===== config.mk =====
export PLATFORM = sky130hd
export DESIGN_NAME = mult_seq_control_flat
export DESIGN_NICKNAME = d
export VERILOG_FILES = /design/src/rtl/mult_seq_control_if.sv /design/src/rtl/mult_seq_control.sv /design/src/flat_wrapper.sv
export SDC_FILE = /design/constraint.sdc
export NUM_CORES = 1
export LEC_CHECK = 0
export CAP_MARGIN = 20
export CORE_MARGIN = 10
export CORE_UTILIZATION = 29
export DETAILED_ROUTE_END_ITERATION = 10
export GPL_ROUTABILITY_DRIVEN = 1
export PLACE_DENSITY = 0.65
export SETUP_SLACK_MARGIN = 0.3
export SYNTH_ARGS = -nofsm -noshare
export SYNTH_HDL_FRONTEND = slang
export SYNTH_SLANG_ARGS = --single-unit
export TNS_END_PERCENT = 50

===== constraint.sdc =====
create_clock -name Clk -period 2.39 [get_ports Clk]
set_input_delay 0.478 -clock Clk [delete_from_list [all_inputs] [get_ports Clk]]
set_output_delay 0.478 -clock Clk [all_outputs]
set_load 0.05 [all_outputs]

===== src/rtl/mult_seq_control_if.sv =====
// rtl/mult_seq_control_if.sv - control/strobe bundle between sequencer and datapath
interface mult_seq_control_if #(
   parameter int CNT_W = 3
);
   logic             Execute;
   logic             ClearXA_LoadB;
   logic             M;
   logic             Clr_XA;
   logic             Ld_B;
   logic             Ld_XA;
   logic             Add;
   logic             Sub;
   logic             Shift;
   logic             Busy;
   logic             Done;
   logic [CNT_W-1:0] Iter;

   modport master (
      output Execute, ClearXA_LoadB, M,
      input  Clr_XA, Ld_B, Ld_XA, Add, Sub, Shift, Busy, Done, Iter
   );

   modport slave (
      input  Execute, ClearXA_LoadB, M,
      output Clr_XA, Ld_B, Ld_XA, Add, Sub, Shift, Busy, Done, Iter
   );
endinterface


===== src/rtl/mult_seq_control.sv =====
// rtl/mult_seq_control.sv - sequencing FSM for the shift-add signed multiplier
module mult_seq_control #(
   parameter int N_BITS = 8,
   parameter int CNT_W  = 3
) (
   input  logic               Clk,
   input  logic               Reset,
   mult_seq_control_if.slave  bus
);

   typedef enum logic [2:0] {
      S_IDLE,
      S_CLR,
      S_ADD,
      S_SHIFT,
      S_SUB,
      S_LSHIFT,
      S_HOLD
   } state_t;

   // Iteration index of the shift that hands over to the sign-correction step
   localparam logic [CNT_W-1:0] LAST_ADD_ITER = CNT_W'(N_BITS - 2);

   state_t           state;
   state_t           next_state;
   logic [CNT_W-1:0] iter;

   logic clr_xa_c;
   logic ld_b_c;
   logic ld_xa_c;
   logic add_c;
   logic sub_c;
   logic shift_c;
   logic busy_c;
   logic done_c;

   // State register; reset aborts any run immediately
   always_ff @(posedge Clk or posedge Reset) begin
      if (Reset) begin
         state <= S_IDLE;
      end else begin
         state <= next_state;
      end
   end

   // Iteration counter: cleared at the start of a run, bumped on every non-final shift
   always_ff @(posedge Clk or posedge Reset) begin
      if (Reset) begin
         iter <= '0;
      end else if (state == S_CLR) begin
         iter <= '0;
      end else if (state == S_SHIFT) begin
         iter <= iter + CNT_W'(1);
      end
   end

   // Next-state and strobe decode; everything is held low while Reset is high
   always_comb begin
      next_state = state;
      clr_xa_c   = 1'b0;
      ld_b_c     = 1'b0;
      ld_xa_c    = 1'b0;
      add_c      = 1'b0;
      sub_c      = 1'b0;
      shift_c    = 1'b0;
      busy_c     = 1'b0;
      done_c     = 1'b0;

      case (state)
         S_IDLE: begin
            // A start request wins over a simultaneous clear/load request
            clr_xa_c = bus.ClearXA_LoadB & ~bus.Execute;
            ld_b_c   = bus.ClearXA_LoadB & ~bus.Execute;
            if (bus.Execute) begin
               next_state = S_CLR;
            end
         end
         S_CLR: begin
            clr_xa_c   = 1'b1;
            busy_c     = 1'b1;
            next_state = S_ADD;
         end
         S_ADD: begin
            add_c      = 1'b1;
            ld_xa_c    = bus.M;
            busy_c     = 1'b1;
            next_state = S_SHIFT;
         end
         S_SHIFT: begin
            shift_c    = 1'b1;
            busy_c     = 1'b1;
            next_state = (iter == LAST_ADD_ITER) ? S_SUB : S_ADD;
         end
         S_SUB: begin
            // Final multiplier bit carries negative weight, so subtract instead of add
            sub_c      = 1'b1;
            ld_xa_c    = bus.M;
            busy_c     = 1'b1;
            next_state = S_LSHIFT;
         end
         S_LSHIFT: begin
            shift_c    = 1'b1;
            busy_c     = 1'b1;
            next_state = S_HOLD;
         end
         S_HOLD: begin
            // Wait for the button to be released so one press gives one multiply
            done_c = 1'b1;
            if (!bus.Execute) begin
               next_state = S_IDLE;
            end
         end
         default: begin
            next_state = S_IDLE;
         end
      endcase

      if (Reset) begin
         clr_xa_c = 1'b0;
         ld_b_c   = 1'b0;
         ld_xa_c  = 1'b0;
         add_c    = 1'b0;
         sub_c    = 1'b0;
         shift_c  = 1'b0;
         busy_c   = 1'b0;
         done_c   = 1'b0;
      end
   end

   assign bus.Clr_XA = clr_xa_c;
   assign bus.Ld_B   = ld_b_c;
   assign bus.Ld_XA  = ld_xa_c;
   assign bus.Add    = add_c;
   assign bus.Sub    = sub_c;
   assign bus.Shift  = shift_c;
   assign bus.Busy   = busy_c;
   assign bus.Done   = done_c;
   assign bus.Iter   = iter;

endmodule


===== src/flat_wrapper.sv =====
// flat-port wrapper written by rule: the top's interface ports become plain ports
module mult_seq_control_flat 
#(
   parameter int N_BITS = 8,
   parameter int CNT_W  = 3
)
  (Clk, Reset, bus_Execute, bus_ClearXA_LoadB, bus_M, bus_Clr_XA, bus_Ld_B, bus_Ld_XA, bus_Add, bus_Sub, bus_Shift, bus_Busy, bus_Done, bus_Iter);
  mult_seq_control_if #(.CNT_W(CNT_W)) bus_i ();
  input  logic Clk;
  input  logic Reset;
  input wire logic [$bits(bus_i.Execute)-1:0] bus_Execute;
  input wire logic [$bits(bus_i.ClearXA_LoadB)-1:0] bus_ClearXA_LoadB;
  input wire logic [$bits(bus_i.M)-1:0] bus_M;
  output wire logic [$bits(bus_i.Clr_XA)-1:0] bus_Clr_XA;
  output wire logic [$bits(bus_i.Ld_B)-1:0] bus_Ld_B;
  output wire logic [$bits(bus_i.Ld_XA)-1:0] bus_Ld_XA;
  output wire logic [$bits(bus_i.Add)-1:0] bus_Add;
  output wire logic [$bits(bus_i.Sub)-1:0] bus_Sub;
  output wire logic [$bits(bus_i.Shift)-1:0] bus_Shift;
  output wire logic [$bits(bus_i.Busy)-1:0] bus_Busy;
  output wire logic [$bits(bus_i.Done)-1:0] bus_Done;
  output wire logic [$bits(bus_i.Iter)-1:0] bus_Iter;
  assign bus_i.Execute = bus_Execute;
  assign bus_i.ClearXA_LoadB = bus_ClearXA_LoadB;
  assign bus_i.M = bus_M;
  assign bus_Clr_XA = bus_i.Clr_XA;
  assign bus_Ld_B = bus_i.Ld_B;
  assign bus_Ld_XA = bus_i.Ld_XA;
  assign bus_Add = bus_i.Add;
  assign bus_Sub = bus_i.Sub;
  assign bus_Shift = bus_i.Shift;
  assign bus_Busy = bus_i.Busy;
  assign bus_Done = bus_i.Done;
  assign bus_Iter = bus_i.Iter;
  mult_seq_control #(.N_BITS(N_BITS), .CNT_W(CNT_W)) u_core (.Clk(Clk), .Reset(Reset), .bus(bus_i));
endmodule

==> impl_metrics.yaml <==
status:
  status: "complete, no violations"
final_layout:
  layout_commonest_cell: "buf_12"
  fin_cells: 79
  drive_above_1_share_pct: 27.0
  final_cell_mix: "buf_12 (8), nand2_1 (6), clkdlybuf4s50_1 (6)"
  syn_to_final_growth_pct: 54.4
  layout.nets: 72
  diodes: 0
logic_synthesis:
  ys_ff_latch: 6
  yosysTopAreaCellShare_pct: 33.3
  syn_area_per_cell_sq_um: 9.01
  synthTopCellsByArea: "dfrtp_1 (33%), buf_6 (7.5%), nand2b_1 (6.9%)"
  ys.flop_type: "dfrtp_1"
  syn_inst: 50
  syn_area_sq_um: 450
  syn_nets: 57
  synth-edff-count: 0
  ys_seq_area_share_pct: 33.3
  synth.distinct_cells: 24
  yosys.area.top_type: "dfrtp_1"
  ys_warn_count: 0
  ys_async_sr_fraction_pct: 100
clock_tree:
  clk_pin_slew_ns: 0.05
  cts_tree: "done"
  cts-root-buf: "clkbuf_4"
  cts_buffers: 3
  cts.sinks: 6
  cts_hold_buffers: 0
  htreeDepth: 1
  clk_latency_ns: 0.25
  clockBufferDepth: 2
drt:
  dr.pass1.iters: 2
  vias: 399
  drcViolationCount: 0
  finalWirelength_microns: 1040
  routedWlPerCell_microns: 13.2
  first_iter_violations: 15
  antenna_left: 0
  viasPerCell: 5.05
timing:
  fmax_mhz: 503
  finalCriticalPeriod_ns: 1.99
  postLayoutSetupSlackWorst_ns: 0.401
  tns_ns: 0
  rsz0062_at_grt: "false"
  finClkSkew_ns: 0.000411
  hold_violations: 0
  maxSlewViolCount: 0
  min_period_over_period_pct: 83.2
  worst_slew_pin_slew_ns: 0.500
  max-slew-margin-rel_pct: 66.6
  setup_violations: 0
floorplan:
  ioPinCount: 16
  dieArea_sq_um: 3530
  die_x_microns: 59.4
  die_h_microns: 59.4
  initial_core_util_pct: 30.3
  row_count: 14
  coreArea_sq_um: 1490
place:
  dp_hpwl_microns: 827
  io_buffers: 15
  gp_congestion: 0.709
  dp.cells: 76
  pre_cts_ws_ns: 0.211
global_routing:
  grt_pass1_wl_microns: 1750
  antenna_found_initial: 0
  grt_max_degree: 18
  grt_usage_pct: 6.39
  grt_pass1_vias: 360
  overflow: 0
power:
  peakVddDrop_uv: 556
  p_seq_share_pct: 28.5
  p_per_area_nw_per_um2: 1180
  switchingPower_mw: 0.409
  p_sw_share_pct: 50.0
  internal-power_mw: 0.409
  clkPwrFrac_pct: 11.8
  p_leak_nw: 0.290
  combPwrFrac_pct: 59.7
critical_path:
  rrSetupSlack_ns: 1.16
  rr_worst_depth: 3
  r2r-end: "u_core.bus.Iter[2]"
  arrival_ns: 1.51
  crit_path_start: "u_core.state[2]"
  critPathLaunchType: "flip-flop"
  r2r_start: "u_core.state[0]"
  critPathKind: "reg2out"
  required_ns: 1.91
  critPathMaxFanout: 13
  cp-end-kind: "output pin"
run:
  drv_cap: 0
worst_hold_path:
  hold_path_class: "in2async"
==> worst max-delay path: stages (launching register included) <==
cell and delay, ns:
dfrtp_1 0.58, xnor2_1 0.21, nor4b_4 0.29, buf_12 0.18
==> Yosys cell counts, drive strengths merged (2+ instances only) <==
cell    count
a211oi      2
buf         5
dfrtp       6
ha          2
inv         3
nand2       6
nand2b      5
nor3        4
nor4        2
nor4b       2
o21ai       3
==> power groups by stage <==
| stage | Combinational (mW) | Sequential [mW] | Clock [mW] |
|---|---|---|---|
| 2_1_floorplan | 0.299 | 0.262 | 0 |
| 3_3_place_gp | 0.484 | 0.228 | 0 |
| 3_5_place_dp | 0.489 | 0.231 | 0 |
| 4_1_cts | 0.495 | 0.232 | 0.0977 |
| 5_1_grt | 0.531 | 0.244 | 0.103 |
| 6_report | 0.488 | 0.233 | 0.0966 |
==> repair_timing <==
action / CTS / global route
setup endpoints to repair: 7 / 5
hold endpoints to repair: 0 / 0
resized for setup: 2 / 1
buffers inserted: 0 / 0
==> worst max-delay path by stage <==
stage / to / slack, ns / cells after the start
2_1_floorplan: bus_Add / 0.16 / 3
3_3_place_gp: bus_Ld_XA / 0.22 / 3
3_5_place_dp: bus_Ld_XA / 0.21 / 3
4_1_cts: bus_Ld_XA / 0.25 / 3
5_1_grt: bus_Ld_XA / 0.31 / 3
6_report: bus_Ld_XA / 0.40 / 3
==> layer usage <==
layer  track usage (%)  vias up  routed length [microns]
met3              2.36        4                       31
li1                  -      201                        -
met1              7.41      188                      423
met5                 0        -                        0
met4              3.93        0                       26
met2              9.66        6                      563
==> final cells by class <==
type                       count  area (sq um)
timing repair buffer          15           229
clock buffer                   3          22.5
multi-input combinational     36           262
sequential                     6           151
inverter                       3          11.3
fill                         128           793
tap                           16          20.0
==> sequential cells by signal, indices dropped and copies added (netlist names) <==
name,cells
u_core.state,3
u_core.bus.Iter,3
==> logic make-up (layout without fill, tap and decap cells) <==
kind of cell / after synthesis / count (layout) / share of synthesized area, %
and+or+nand+nor: 24 / 24 / 33.6
AOI/OAI and AO/OA: 9 / 9 / 12.8
xor gates and xnor gates: 1 / 1 / 1.94
DFF: 6 / 6 / 33.3
adders and majority gates: 2 / 2 / 5.55
buffers and inverters: 8 / 21 / 12.8
==> stage by stage <==
stage	utilization, %	hold WS [ns]	total power [mW]	cell area [sq um]
2_1_floorplan	-	0.454	0.560	460
3_3_place_gp	44.6	0.506	0.712	664
3_5_place_dp	44.6	0.526	0.720	664
4_1_cts	46.6	0.486	0.825	694
5_1_grt	46.7	0.522	0.878	696
6_report	46.7	0.481	0.818	696
Note: power is estimated with default switching activity, not from simulation.
